--- config.mk ---
export PLATFORM = sky130hd
export DESIGN_NAME = lvds_tx_scheduler_flat
export DESIGN_NICKNAME = d
export VERILOG_FILES = /design/src/rtl/lvds_pkg.sv /design/src/rtl/lvds_tx_scheduler_if.sv /design/src/rtl/rr_arbiter.sv /design/src/rtl/lvds_tx_scheduler.sv /design/src/flat_wrapper.sv
export SDC_FILE = /design/constraint.sdc
export NUM_CORES = 1
export LEC_CHECK = 0
export CORE_MARGIN = 4
export CORE_UTILIZATION = 42
export CTS_CLUSTER_DIAMETER = 200
export DETAILED_ROUTE_END_ITERATION = 12
export GPL_ROUTABILITY_DRIVEN = 0
export PLACE_DENSITY = 0.81
export SLEW_MARGIN = 20
export SYNTH_ARGS = -nofsm -noshare
export SYNTH_HDL_FRONTEND = slang
export SYNTH_HIERARCHICAL = 1
export SYNTH_SLANG_ARGS = --single-unit
--- constraint.sdc ---
create_clock -name clk_sys -period 2.7 [get_ports clk_sys]
set_input_delay 0.54 -clock clk_sys [delete_from_list [all_inputs] [get_ports clk_sys]]
set_output_delay 0.54 -clock clk_sys [all_outputs]
set_load 0.05 [all_outputs]
--- src/rtl/lvds_pkg.sv ---
// Shared types and constants for the LVDS transmit scheduler.
// Holds the FSM state encoding, the default training word and the burst-counter helper.
package lvds_pkg;

  typedef enum logic [1:0] {
    StInit  = 2'd0,
    StTrain = 2'd1,
    StArb   = 2'd2,
    StSend  = 2'd3
  } state_e;

  localparam int unsigned CntW = 8;
  localparam logic [7:0] TrainPatternDefault = 8'hA5;

  // Word counters saturate instead of wrapping.
  function automatic logic [CntW-1:0] sat_inc(input logic [CntW-1:0] v);
    return (v == '1) ? v : v + 1'b1;
  endfunction

endpackage

--- src/rtl/lvds_tx_scheduler_if.sv ---
// Requester/transmitter bundle of the LVDS transmit scheduler.
// The slave modport is the scheduler; master is the surrounding requesters and transmitter.
interface lvds_tx_scheduler_if #(
  parameter int unsigned PARALLEL_WIDTH = 8,
  parameter int unsigned NUM_REQ        = 4
);

  localparam int unsigned IdxW = $clog2(NUM_REQ);

  logic [NUM_REQ*PARALLEL_WIDTH-1:0] req_data;
  logic [NUM_REQ-1:0]                req_valid;
  logic [NUM_REQ-1:0]                req_ready;
  logic                              train_req;
  logic [PARALLEL_WIDTH-1:0]         tx_data_in;
  logic                              tx_data_valid;
  logic                              tx_data_ready;
  logic [IdxW-1:0]                   grant_id;
  logic                              busy;

  modport master (
    output req_data, req_valid, train_req, tx_data_ready,
    input  req_ready, tx_data_in, tx_data_valid, grant_id, busy
  );

  modport slave (
    input  req_data, req_valid, train_req, tx_data_ready,
    output req_ready, tx_data_in, tx_data_valid, grant_id, busy
  );

endinterface

--- src/rtl/rr_arbiter.sv ---
// Combinational round-robin priority selector.
// The search starts one past the last granted channel and wraps modulo NUM_REQ.
module rr_arbiter #(
  parameter  int unsigned NUM_REQ = 4,
  localparam int unsigned IdxW    = $clog2(NUM_REQ)
) (
  input  logic [NUM_REQ-1:0] i_req,
  input  logic [IdxW-1:0]    i_last_grant,
  output logic [IdxW-1:0]    o_grant,
  output logic               o_any_req
);

  logic [IdxW-1:0] w_idx;

  always_comb begin
    o_grant   = '0;
    o_any_req = 1'b0;
    w_idx     = '0;
    for (int unsigned k = 1; k <= NUM_REQ; k++) begin
      w_idx = IdxW'((32'(i_last_grant) + k) % NUM_REQ);
      if (!o_any_req && i_req[w_idx]) begin
        o_grant   = w_idx;
        o_any_req = 1'b1;
      end
    end
  end

endmodule

--- src/rtl/lvds_tx_scheduler.sv ---
// Schedules requester words and link-training sequences onto one LVDS transmitter.
// Bursts of up to MAX_BURST words per grant; training runs after reset and on request.
module lvds_tx_scheduler
  import lvds_pkg::*;
#(
  parameter  int unsigned               PARALLEL_WIDTH = 8,
  parameter  int unsigned               NUM_REQ        = 4,
  parameter  int unsigned               MAX_BURST      = 4,
  parameter  int unsigned               TRAIN_WORDS    = 16,
  parameter  logic [PARALLEL_WIDTH-1:0] TRAIN_PATTERN  = PARALLEL_WIDTH'(TrainPatternDefault),
  localparam int unsigned               IdxW           = $clog2(NUM_REQ)
) (
  input logic                clk_sys,
  input logic                reset_n,
  lvds_tx_scheduler_if.slave bus
);

  state_e          r_state;
  logic [CntW-1:0] r_cnt;
  logic [IdxW-1:0] r_grant;
  logic [IdxW-1:0] r_last_grant;
  logic            r_pend;

  logic [PARALLEL_WIDTH-1:0] w_words [NUM_REQ];
  logic [IdxW-1:0]           w_arb_grant;
  logic                      w_any_req;
  logic                      w_sel_valid;
  logic                      w_fire;
  logic                      w_send_done;

  for (genvar g = 0; g < NUM_REQ; g++) begin : g_words
    assign w_words[g] = bus.req_data[g*PARALLEL_WIDTH +: PARALLEL_WIDTH];
  end

  rr_arbiter #(
    .NUM_REQ (NUM_REQ)
  ) u_rr_arbiter (
    .i_req        (bus.req_valid),
    .i_last_grant (r_last_grant),
    .o_grant      (w_arb_grant),
    .o_any_req    (w_any_req)
  );

  assign w_sel_valid = bus.req_valid[r_grant];
  assign w_fire      = w_sel_valid && bus.tx_data_ready;
  // Burst ends on the MAX_BURST-th beat or as soon as the granted channel drops valid.
  assign w_send_done = !w_sel_valid || (w_fire && (r_cnt == CntW'(MAX_BURST - 1)));

  always_ff @(posedge clk_sys or negedge reset_n) begin
    if (!reset_n) begin
      r_state      <= StInit;
      r_cnt        <= '0;
      r_grant      <= '0;
      r_last_grant <= IdxW'(NUM_REQ - 1);
      r_pend       <= 1'b0;
    end else begin
      unique case (r_state)
        StInit: begin
          r_state <= StTrain;
          r_cnt   <= '0;
        end
        StTrain: begin
          if (bus.tx_data_ready) begin
            if (r_cnt == CntW'(TRAIN_WORDS - 1)) begin
              r_state <= StArb;
              r_cnt   <= '0;
            end else begin
              r_cnt <= sat_inc(r_cnt);
            end
          end
        end
        StArb: begin
          if (bus.train_req) begin
            r_state <= StTrain;
            r_cnt   <= '0;
          end else if (w_any_req) begin
            r_grant <= w_arb_grant;
            r_cnt   <= '0;
            r_state <= StSend;
          end
        end
        StSend: begin
          if (w_send_done) begin
            r_last_grant <= r_grant;
            r_cnt        <= '0;
            r_pend       <= 1'b0;
            r_state      <= (r_pend || bus.train_req) ? StTrain : StArb;
          end else begin
            if (bus.train_req) r_pend <= 1'b1;
            if (w_fire) r_cnt <= sat_inc(r_cnt);
          end
        end
        default: r_state <= StInit;
      endcase
    end
  end

  // Data path is combinational from the registered state and grant.
  always_comb begin
    bus.tx_data_in    = '0;
    bus.tx_data_valid = 1'b0;
    bus.req_ready     = '0;
    unique case (r_state)
      StTrain: begin
        bus.tx_data_in    = TRAIN_PATTERN;
        bus.tx_data_valid = 1'b1;
      end
      StSend: begin
        bus.tx_data_in         = w_words[r_grant];
        bus.tx_data_valid      = w_sel_valid;
        bus.req_ready[r_grant] = bus.tx_data_ready;
      end
      default: ;
    endcase
  end

  assign bus.grant_id = r_grant;
  assign bus.busy     = (r_state == StTrain) || (r_state == StSend);

endmodule

--- src/flat_wrapper.sv ---
// flat-port wrapper written by rule: the top's interface ports become plain ports
module lvds_tx_scheduler_flat import lvds_pkg::*;
#(
  parameter  int unsigned               PARALLEL_WIDTH = 8,
  parameter  int unsigned               NUM_REQ        = 4,
  parameter  int unsigned               MAX_BURST      = 4,
  parameter  int unsigned               TRAIN_WORDS    = 16,
  parameter  logic [PARALLEL_WIDTH-1:0] TRAIN_PATTERN  = PARALLEL_WIDTH'(TrainPatternDefault),
  localparam int unsigned               IdxW           = $clog2(NUM_REQ)
)
  (clk_sys, reset_n, bus_req_data, bus_req_valid, bus_train_req, bus_tx_data_ready, bus_req_ready, bus_tx_data_in, bus_tx_data_valid, bus_grant_id, bus_busy);
  lvds_tx_scheduler_if #(.PARALLEL_WIDTH(PARALLEL_WIDTH), .NUM_REQ(NUM_REQ)) bus_i ();
  input logic clk_sys;
  input logic reset_n;
  input wire logic [$bits(bus_i.req_data)-1:0] bus_req_data;
  input wire logic [$bits(bus_i.req_valid)-1:0] bus_req_valid;
  input wire logic [$bits(bus_i.train_req)-1:0] bus_train_req;
  input wire logic [$bits(bus_i.tx_data_ready)-1:0] bus_tx_data_ready;
  output wire logic [$bits(bus_i.req_ready)-1:0] bus_req_ready;
  output wire logic [$bits(bus_i.tx_data_in)-1:0] bus_tx_data_in;
  output wire logic [$bits(bus_i.tx_data_valid)-1:0] bus_tx_data_valid;
  output wire logic [$bits(bus_i.grant_id)-1:0] bus_grant_id;
  output wire logic [$bits(bus_i.busy)-1:0] bus_busy;
  assign bus_i.req_data = bus_req_data;
  assign bus_i.req_valid = bus_req_valid;
  assign bus_i.train_req = bus_train_req;
  assign bus_i.tx_data_ready = bus_tx_data_ready;
  assign bus_req_ready = bus_i.req_ready;
  assign bus_tx_data_in = bus_i.tx_data_in;
  assign bus_tx_data_valid = bus_i.tx_data_valid;
  assign bus_grant_id = bus_i.grant_id;
  assign bus_busy = bus_i.busy;
  lvds_tx_scheduler #(.PARALLEL_WIDTH(PARALLEL_WIDTH), .NUM_REQ(NUM_REQ), .MAX_BURST(MAX_BURST), .TRAIN_WORDS(TRAIN_WORDS), .TRAIN_PATTERN(TRAIN_PATTERN)) u_core (.clk_sys(clk_sys), .reset_n(reset_n), .bus(bus_i));
endmodule
==> results.sh, run 1 <==
export IMPL_ys_warnings_count=6
export IMPL_clk_latency_ns=0.29
export IMPL_ios=56
export IMPL_vias=1347
export IMPL_critPathCaptureType="primary output"
export IMPL_numCtsBuffers=3
export IMPL_fp_dieW_um=63.4
export IMPL_crit_type="in2out"
export IMPL_synth_seq_cells=15
export IMPL_firstDrtPassIters=4
export IMPL_drv_cap=0
export IMPL_required_ns=2.16
export IMPL_layout_drive_gt1_share_pct=21.7
export IMPL_timing_fmax_ghz=0.389
export IMPL_clkSlewWorstSetupHoldPaths_ns=0.09
export IMPL_maxSlewViolCount=0
export IMPL_drc=0
export IMPL_tns_ns=0
export IMPL_viasPerCell=6.12
export IMPL_mostFrequentLayoutCells="clkdlybuf4s50_1, buf_4, dfrtp_1"
export IMPL_cts_sinks=15
export IMPL_synth_edff_count=0
export IMPL_synth_nets=173
export IMPL_pre_cts_slack_ns=-0.0307
export IMPL_min_period_over_period_pct=95.2
export IMPL_synth_area_um2=1290
export IMPL_start_util_pct=45.2
export IMPL_yosysSeqAreaShare_pct=29.3
export IMPL_area_growth_pct=50.4
export IMPL_hold_slack_ns=0.567
export IMPL_die_y_um=63.4
export IMPL_synthArstFlopShare_pct=100
export IMPL_path_buf_inv=3
export IMPL_hold_viol_final=0
export IMPL_num_rows=19
export IMPL_port_buffers=55
export IMPL_worst_slack_ns=0.130
export IMPL_drt_wl_total_mm=3.80
export IMPL_holdCritPathClass="reg2reg"
export IMPL_p_leak_uw=0.000746
export IMPL_netlist_instances=132
export IMPL_antenna_cells=0
export IMPL_synth_cell_types=41
export IMPL_grt_pass1_wl_mm=6.27
export IMPL_synth_top_flop_cell="dfrtp_1"
export IMPL_min_period_ns=2.57
export IMPL_grt_pass1_vias=1374
export IMPL_worst_slew_pin_slew_ns=0.645
export IMPL_path_max_fanout=5
export IMPL_cts_hold_buf=0
export IMPL_cts_root_buffer="clkbuf_4"
export IMPL_htree_num_levels=1
export IMPL_ir_worst_vdd_uv=715
export IMPL_cts_buffer_depth=2
export IMPL_critPathArrivalTime_ns=2.03
export IMPL_core_um2=2850
export IMPL_crit_chain="clkdlybuf4s50_1, mux4_2, buf_4, o21a_1, buf_4"
export IMPL_fin_nets=231
export IMPL_fin_worst_skew_ns=0.00291
export IMPL_detail_route_antenna_nets=0
export IMPL_final_common_cell="clkdlybuf4s50_1"
export IMPL_setup_violations=0
export IMPL_die_area_um2=4020
export IMPL_max_stage_delay_ns=0.51
export IMPL_status="finished, final reports clean"
export IMPL_drt_iter0_markers=77
export IMPL_grt_max_degree=17
export IMPL_gr_total_overflow=0
export IMPL_grt_usage_pct=19.8
export IMPL_tritoncts="built"
export IMPL_wire_per_inst_um=17.3
export IMPL_hpwlAfterDp_mm=3.17
export IMPL_cp_start_kind="input pin"
export IMPL_path_common_cell="buf_4"
export IMPL_post_cts_buffers=0
export IMPL_antenna_found_initial=0
export IMPL_critPathSlowestCell="mux4_2"
export IMPL_max_slew_margin_pct=56.9
export IMPL_critPathTopFamily="buffers and inverters"
export IMPL_synth_avg_cell_area_um2=9.76
export IMPL_powerDensity_nw_per_um2=702
export IMPL_cts_resized=0
export IMPL_rsz0062_at_grt="false"
-- power by group --
group          internal (uW)  switching, uW  total [uW]
clock network           56.4           74.8         131
registers                317            135         452
logic                    357            420         777
-- routing by layer --
layer / wire length [um] / vias to the layer above / global-route usage, %
li1: - / 636 / -
met1: 1390 / 642 / 21.5
met2: 2120 / 63 / 37.7
met3: 241 / 6 / 4.44
met4: 51 / 0 / 5.66
met5: 0 / - / 0
-- layout make-up --
cell class              instances  area, um^2
flip-flops and latches         15         378
multi-input cells             103         848
fillers                       228         915
inverters                       4        15.0
clock inverters                 1        7.51
clock buffers                   3        22.5
repair buffers                 63         628
well taps                      31        38.8
-- logic make-up after synthesis --
family                     Yosys count  synth area share, %
AOI/OAI and AO/OA                   37                 19.7
adders and majority gates            1                0.971
buffers and inverters               14                 5.24
DFF                                 15                 29.3
muxes                               14                 21.2
and+or+nand+nor                     51                 23.6
-- synth_stat cells (2+ instances only) --
cell	n	area share, %
nand3_1	4	1.6
nand2_1	8	2.3
or3_1	2	0.97
nor3b_1	2	1.2
dfstp_2	2	4.1
nor4b_1	2	1.4
nor2_1	5	1.5
o31ai_1	6	3.5
buf_6	2	1.7
clkbuf_1	8	2.3
inv_1	4	1.2
and3_1	4	1.9
o311ai_0	2	1.4
mux2_2	4	3.5
a31oi_1	2	0.97
a21oi_1	12	4.7
dfrtp_1	13	25
nand2b_1	4	1.9
o21a_1	5	2.9
and2_1	6	2.9
nor4_1	3	1.5
o21ai_0	3	1.2
or4_1	4	2.3
mux4_2	5	8.7
mux4_1	4	8.2
-- tightest hold or removal path, stage by stage, from the launching register on --
cell and delay (ns):
dfrtp_1 0.37, a21oi_1 0.05, a21oi_1 0.11
-- worst paths after layout --
kind                                                     from                          end  slack, ns  cells after the start
max                                          bus_req_valid[2]            bus_tx_data_valid       0.13                      5
min                                 u_core/r_pend$_DFFE_PN0P_    u_core/r_pend$_DFFE_PN0P_       0.57                      2
max reg2reg                u_core/bus.grant_id[0]$_DFFE_PN0P_  u_core/r_cnt[6]$_DFFE_PN0P_       0.33                      5
min reg2reg                         u_core/r_pend$_DFFE_PN0P_    u_core/r_pend$_DFFE_PN0P_       0.57                      2
max in group asynchronous                             reset_n  u_core/r_cnt[7]$_DFFE_PN0P_       1.65                      1
min in group asynchronous                             reset_n  u_core/r_cnt[4]$_DFFE_PN0P_       0.64                      1
-- stage by stage --
stage                     total power, uW  instance area (um^2)  std cells  util, %
after global routing                 1460                  1940        220     67.9
after global placement               1200                  1910        216     66.9
after detailed placement             1230                  1910        216     66.9
after CTS                            1360                  1940        220     67.9
after floorplan                       986                  1290        132        -
final                                1360                  1940        220     67.9
-- sequential cells by signal, summed over array words and instances (netlist names) --
name,flops
u_core/r_cnt,8
u_core/r_last_grant,2
u_core/r_pend,1
u_core/bus.grant_id,2
u_core/r_state,2
No activity file was read; power rests on OpenSTA's default activity.
==> run 2, diff against run 1 <==
CORE_UTILIZATION = 44   (was 42)
CTS_BUF_LIST = sky130_fd_sc_hd__clkbuf_2   (was not set)
CTS_CLUSTER_SIZE = 25   (was not set)
PLACE_DENSITY = 0.84   (was 0.81)
==> run 2 against run 1 <==
Effect of this change:
- combinational power grew 0.6%
- non-clock buffer count shrank 1
- clock power shrank 20%
- register-to-register slack is essentially flat
- fmax decreased by 0.92%
- flip-flop and latch count is the same
- clock skew grew 0.010 ns
- sequential power decreased by 2%
==> results.sh, run 2 (same netlist as run 1, synthesis figures left out) <==
export IMPL_status="finished, final reports clean"
export IMPL_ir_worst_vdd_uv=576
export IMPL_gr_total_overflow=0
export IMPL_min_period_ns=2.59
export IMPL_cts_root_buffer="clkbuf_2"
export IMPL_hold_depth=1
export IMPL_setup_violations=0
export IMPL_fin_nets=230
export IMPL_post_cts_buffers=0
export IMPL_detail_route_antenna_nets=0
export IMPL_cts_sinks=15
export IMPL_wl_met2_mm=1.97
export IMPL_powerDensity_nw_per_um2=693
export IMPL_rrSetupSlack_ns=0.33
export IMPL_crit_chain="clkdlybuf4s50_1, mux4_2, buf_4, o21a_1, buf_4"
export IMPL_grt_usage_pct=18.5
export IMPL_hold_slack_ns=0.591
export IMPL_cp_start_kind="input pin"
export IMPL_p_leak_uw=0.000744
export IMPL_fin_worst_skew_ns=0.0131
export IMPL_die_y_um=62.1
export IMPL_area_growth_pct=49.0
export IMPL_viasPerCell=5.97
export IMPL_cp_depth=5
export IMPL_drc=0
export IMPL_reg2reg_depth=5
export IMPL_maxSlewViolCount=0
export IMPL_pre_cts_slack_ns=-0.0198
export IMPL_vias=1308
export IMPL_path_buf_inv=3
export IMPL_cts_resized=0
export IMPL_grt_pass1_wl_mm=5.93
export IMPL_start_util_pct=46.3
export IMPL_clkSlewWorstSetupHoldPaths_ns=0.12
export IMPL_critPathTopFamily="buffers and inverters"
export IMPL_critPathCaptureType="primary output"
export IMPL_wl_met1_mm=1.37
export IMPL_totalPowerFinal_uw=1330
export IMPL_tns_ns=0
export IMPL_holdCritPathClass="reg2reg"
export IMPL_drv_cap=0
export IMPL_max_stage_delay_ns=0.51
export IMPL_critPathArrivalTime_ns=2.05
export IMPL_grt_pass1_vias=1292
export IMPL_crit_type="in2out"
export IMPL_core_um2=2780
export IMPL_antenna_cells=0
export IMPL_antenna_found_initial=0
export IMPL_largest_register_ffs=8
export IMPL_grt_max_degree=17
export IMPL_max_slew_margin_pct=57.4
export IMPL_firstDrtPassIters=4
export IMPL_multi_input_area_um2=848
export IMPL_ios=56
export IMPL_highest_layer="met4"
export IMPL_fin_cells=219
export IMPL_fp_dieW_um=62.1
export IMPL_numCtsBuffers=3
export IMPL_wire_per_inst_um=16.4
export IMPL_cts_hold_buf=0
export IMPL_rsz0062_at_grt="false"
export IMPL_min_period_over_period_pct=96.1
export IMPL_tritoncts="built"
export IMPL_htree_num_levels=1
export IMPL_port_buffers=55
export IMPL_worst_slew_pin_slew_ns=0.637
export IMPL_drt_iter0_markers=88
export IMPL_final_common_cell="clkdlybuf4s50_1"
export IMPL_cts_buffer_depth=2
export IMPL_drt_wl_total_mm=3.59
export IMPL_layout_drive_gt1_share_pct=21.3
export IMPL_die_area_um2=3860
export IMPL_n_fill_cell=216
export IMPL_hold_viol_final=0
export IMPL_required_ns=2.16
export IMPL_place_inst=215
export IMPL_clk_latency_ns=0.28
export IMPL_path_common_cell="buf_4"
export IMPL_timing_fmax_ghz=0.386
export IMPL_critPathSlowestCell="mux4_2"
export IMPL_mostFrequentLayoutCells="clkdlybuf4s50_1, buf_4, dfrtp_1"
export IMPL_seq_area_um2=378
export IMPL_dr_wl_met3_um=228
export IMPL_hpwlAfterDp_mm=2.98
export IMPL_worst_slack_ns=0.106
export IMPL_num_rows=19
export IMPL_path_max_fanout=5
export IMPL_largest_register="u_core/r_cnt"
-- run 2: changes by cell type in the layout (fill, tap and decap cells not counted), sizes merged --
cell / before / now
buf: 21 / 20
clkbuf: 3 / 4
clkinvlp: 1 / 0
-- run 2: path summary, 6_finish.rpt --
check / startpoint / endpoint
max in group asynchronous: reset_n / u_core/bus.grant_id[1]$_DFFE_PN0P_
setup / recovery: bus_req_valid[3] / bus_tx_data_valid
min in group asynchronous: reset_n / u_core/r_cnt[6]$_DFFE_PN0P_
hold / removal: u_core/bus.grant_id[0]$_DFFE_PN0P_ / u_core/r_last_grant[0]$_DFFE_PN1P_
hold reg to reg: u_core/bus.grant_id[0]$_DFFE_PN0P_ / u_core/r_last_grant[0]$_DFFE_PN1P_
setup reg to reg: u_core/r_cnt[0]$_DFFE_PN0P_ / u_core/r_state[0]$_DFFE_PN0P_
-- run 2: power breakdown --
group	total, uW	leakage [uW]	switching [uW]	internal [uW]
registers	444	0.000185	126	317
clock network	105	0.0000166	65.6	39.3
logic	782	0.000543	426	355
-- run 2: cell type report --
| class | instances | area share (%) |
|---|---|---|
| flip-flops and latches | 15 | 19.7 |
| well taps | 31 | 2.02 |
| repair buffers | 62 | 32.3 |
| multi-input cells | 103 | 44.2 |
| inverters | 4 | 0.782 |
| clock buffers | 4 | 1.04 |
-- run 2: per-stage QoR --
stage          instance area (um^2)  utilization [%]
5_1_grt                        1920             69.1
3_3_place_gp                   1900             68.3
2_1_floorplan                  1290                -
3_5_place_dp                   1900             68.3
6_report                       1920             69.1
4_1_cts                        1920             69.1
-- run 2: metal layers --
metal,GRT usage [%],vias up
met4,3.25,0
met5,0,-
met3,3.78,2
met1,22.1,619
met2,34.2,55
li1,-,632
==> run 3, diff against run 2 <==
CORE_ASPECT_RATIO = 0.8   (was not set)
==> run 3 against run 2 <==
Effect of this change:
- global-route usage rose by 0.81 points
- count of clock-buffer cells in the layout fell by 1
- final cell count rose by 3.7%
- total power rose by 0.53%
- register-to-register slack got worse by 0.03 ns
- clock power rose by 4%
- critical path depth did not move
- sequential share of layout area fell by 0.17 points
- design area rose by 0.85%
==> results.sh, run 3 (same netlist as run 1, synthesis figures left out) <==
export IMPL_status="finished, final reports clean"
export IMPL_drt_iter0_markers=170
export IMPL_clkSlewWorstSetupHoldPaths_ns=0.14
export IMPL_vias=1323
export IMPL_final_common_cell="clkdlybuf4s50_1"
export IMPL_fp_dieW_um=68.5
export IMPL_powerDensity_nw_per_um2=690
export IMPL_htree_num_levels=1
export IMPL_antenna_cells=0
export IMPL_start_util_pct=46.3
export IMPL_drt_wl_total_mm=3.62
export IMPL_timing_fmax_ghz=0.387
export IMPL_grt_max_degree=17
export IMPL_ir_worst_vdd_uv=546
export IMPL_rr_endpoint="u_core/r_state[0]$_DFFE_PN0P_"
export IMPL_hold_viol_final=0
export IMPL_detail_route_antenna_nets=0
export IMPL_pre_cts_slack_ns=-0.0331
export IMPL_grt_pass1_wl_mm=5.69
export IMPL_reg2reg_depth=5
export IMPL_top_usage_layer="met2"
export IMPL_maxSlewViolCount=0
export IMPL_port_buffers=55
export IMPL_die_area_um2=3860
export IMPL_rsz0062_at_grt="false"
export IMPL_cts_sinks=15
export IMPL_p_leak_uw=0.000749
export IMPL_holdCritPathClass="reg2reg"
export IMPL_firstDrtPassIters=4
export IMPL_hold_depth=2
export IMPL_fin_nets=231
export IMPL_cts_resized=0
export IMPL_largest_register_ffs=8
export IMPL_required_ns=2.16
export IMPL_viasPerCell=5.83
export IMPL_cts_hold_buf=0
export IMPL_die_y_um=56.4
export IMPL_min_from="u_core/r_pend$_DFFE_PN0P_"
export IMPL_post_cts_buffers=0
export IMPL_crit_type="in2out"
export IMPL_cts_root_buffer="clkbuf_2"
export IMPL_layout_drive_gt1_share_pct=21.7
export IMPL_grt_util_met3_pct=3.80
export IMPL_post_dp_cell_area_um2=1920
export IMPL_critPathArrivalTime_ns=2.05
export IMPL_wire_per_inst_um=16.0
export IMPL_min_period_over_period_pct=95.8
export IMPL_whs_endpoint="u_core/r_pend$_DFFE_PN0P_"
export IMPL_drv_cap=0
export IMPL_n_fill_cell=222
export IMPL_mostFrequentLayoutCells="clkdlybuf4s50_1, buf_4, dfrtp_1"
export IMPL_setup_violations=0
export IMPL_tns_ns=0
export IMPL_use_met2_pct=34.4
export IMPL_core_um2=2790
export IMPL_final_cell_area_um2=1940
export IMPL_met1_usage_pct=22.8
export IMPL_fin_cells=227
export IMPL_grt_usage_pct=19.4
export IMPL_reg2reg_from="u_core/r_cnt[0]$_DFFE_PN0P_"
export IMPL_rrSetupSlack_ns=0.30
export IMPL_utilization_pct=69.5
export IMPL_grt_pass1_vias=1284
export IMPL_worst_slew_pin_slew_ns=0.665
export IMPL_largest_register="u_core/r_cnt"
export IMPL_clk_latency_ns=0.30
export IMPL_min_period_ns=2.59
export IMPL_fin_worst_skew_ns=0.00816
export IMPL_gr_total_overflow=0
export IMPL_place_inst=223
export IMPL_cp_start_kind="input pin"
export IMPL_critPathCaptureType="primary output"
export IMPL_drc=0
export IMPL_max_slew_margin_pct=55.5
export IMPL_numCtsBuffers=3
export IMPL_tritoncts="built"
export IMPL_path_max_fanout=5
export IMPL_ios=56
export IMPL_area_growth_pct=50.3
export IMPL_cts_buffer_depth=2
export IMPL_worst_slack_ns=0.113
export IMPL_num_rows=17
export IMPL_hpwlAfterDp_mm=2.99
export IMPL_antenna_found_initial=0
[run 3: cell types whose count changed in the layout (fill, tap and decap cells not counted)]
| cell | previous run | this run |
|---|---|---|
| buf_4 | 16 | 17 |
| clkbuf_2 | 4 | 3 |
| clkinv_2 | 0 | 1 |
[run 3: per-stage QoR]
stage | total power, uW | hold slack [ns]
floorplan | 986 | 0.244
global placement | 1190 | 0.520
detailed placement | 1230 | 0.591
CTS | 1340 | 0.618
global route | 1430 | 0.645
finish | 1340 | 0.616
[run 3: layer usage]
layer | vias to the layer above | wire, um | part of all wire (%)
met5 | - | 0 | 0
met1 | 621 | 1350 | 37
met3 | 6 | 237 | 6.5
met2 | 56 | 1980 | 55
met4 | 0 | 53 | 1.5
li1 | 640 | - | -
[run 3: cell type report]
class / instances / area, um^2 / share of cell area, %
clock buffer: 3 / 15.0 / 0.775
clock inverter: 1 / 5.00 / 0.258
inverter: 4 / 15.0 / 0.775
multi-input combinational: 103 / 848 / 43.8
sequential: 15 / 378 / 19.5
tap: 38 / 47.5 / 2.45
timing repair buffer: 63 / 628 / 32.4
[run 3: worst max-delay path by stage]
stage,start,to,slack [ns],depth (start not counted)
after global placement,bus_req_valid[2],u_core/r_cnt[7]$_DFFE_PN0P_,0.06,5
final,bus_req_valid[2],bus_tx_data_valid,0.11,5
after floorplan,u_core/bus.grant_id[0]$_DFFE_PN0P_,bus_tx_data_in[0],0.08,4
after detailed placement,bus_req_valid[2],u_core/r_cnt[7]$_DFFE_PN0P_,-0.03,5
after global routing,u_core/bus.grant_id[0]$_DFFE_PN0P_,bus_tx_data_in[0],0.03,4
after CTS,u_core/bus.grant_id[0]$_DFFE_PN0P_,bus_tx_data_in[0],0.09,4
[run 3: critical path: stages]
cell             delay (ns)
clkdlybuf4s50_1        0.47
mux4_2                 0.51
buf_4                  0.17
o21a_1                 0.17
buf_4                  0.18
[run 3: where the power goes]
part	switching [uW]	internal, uW
combinational	416	356
clock	75.9	33.5
sequential	139	317
total	631	707
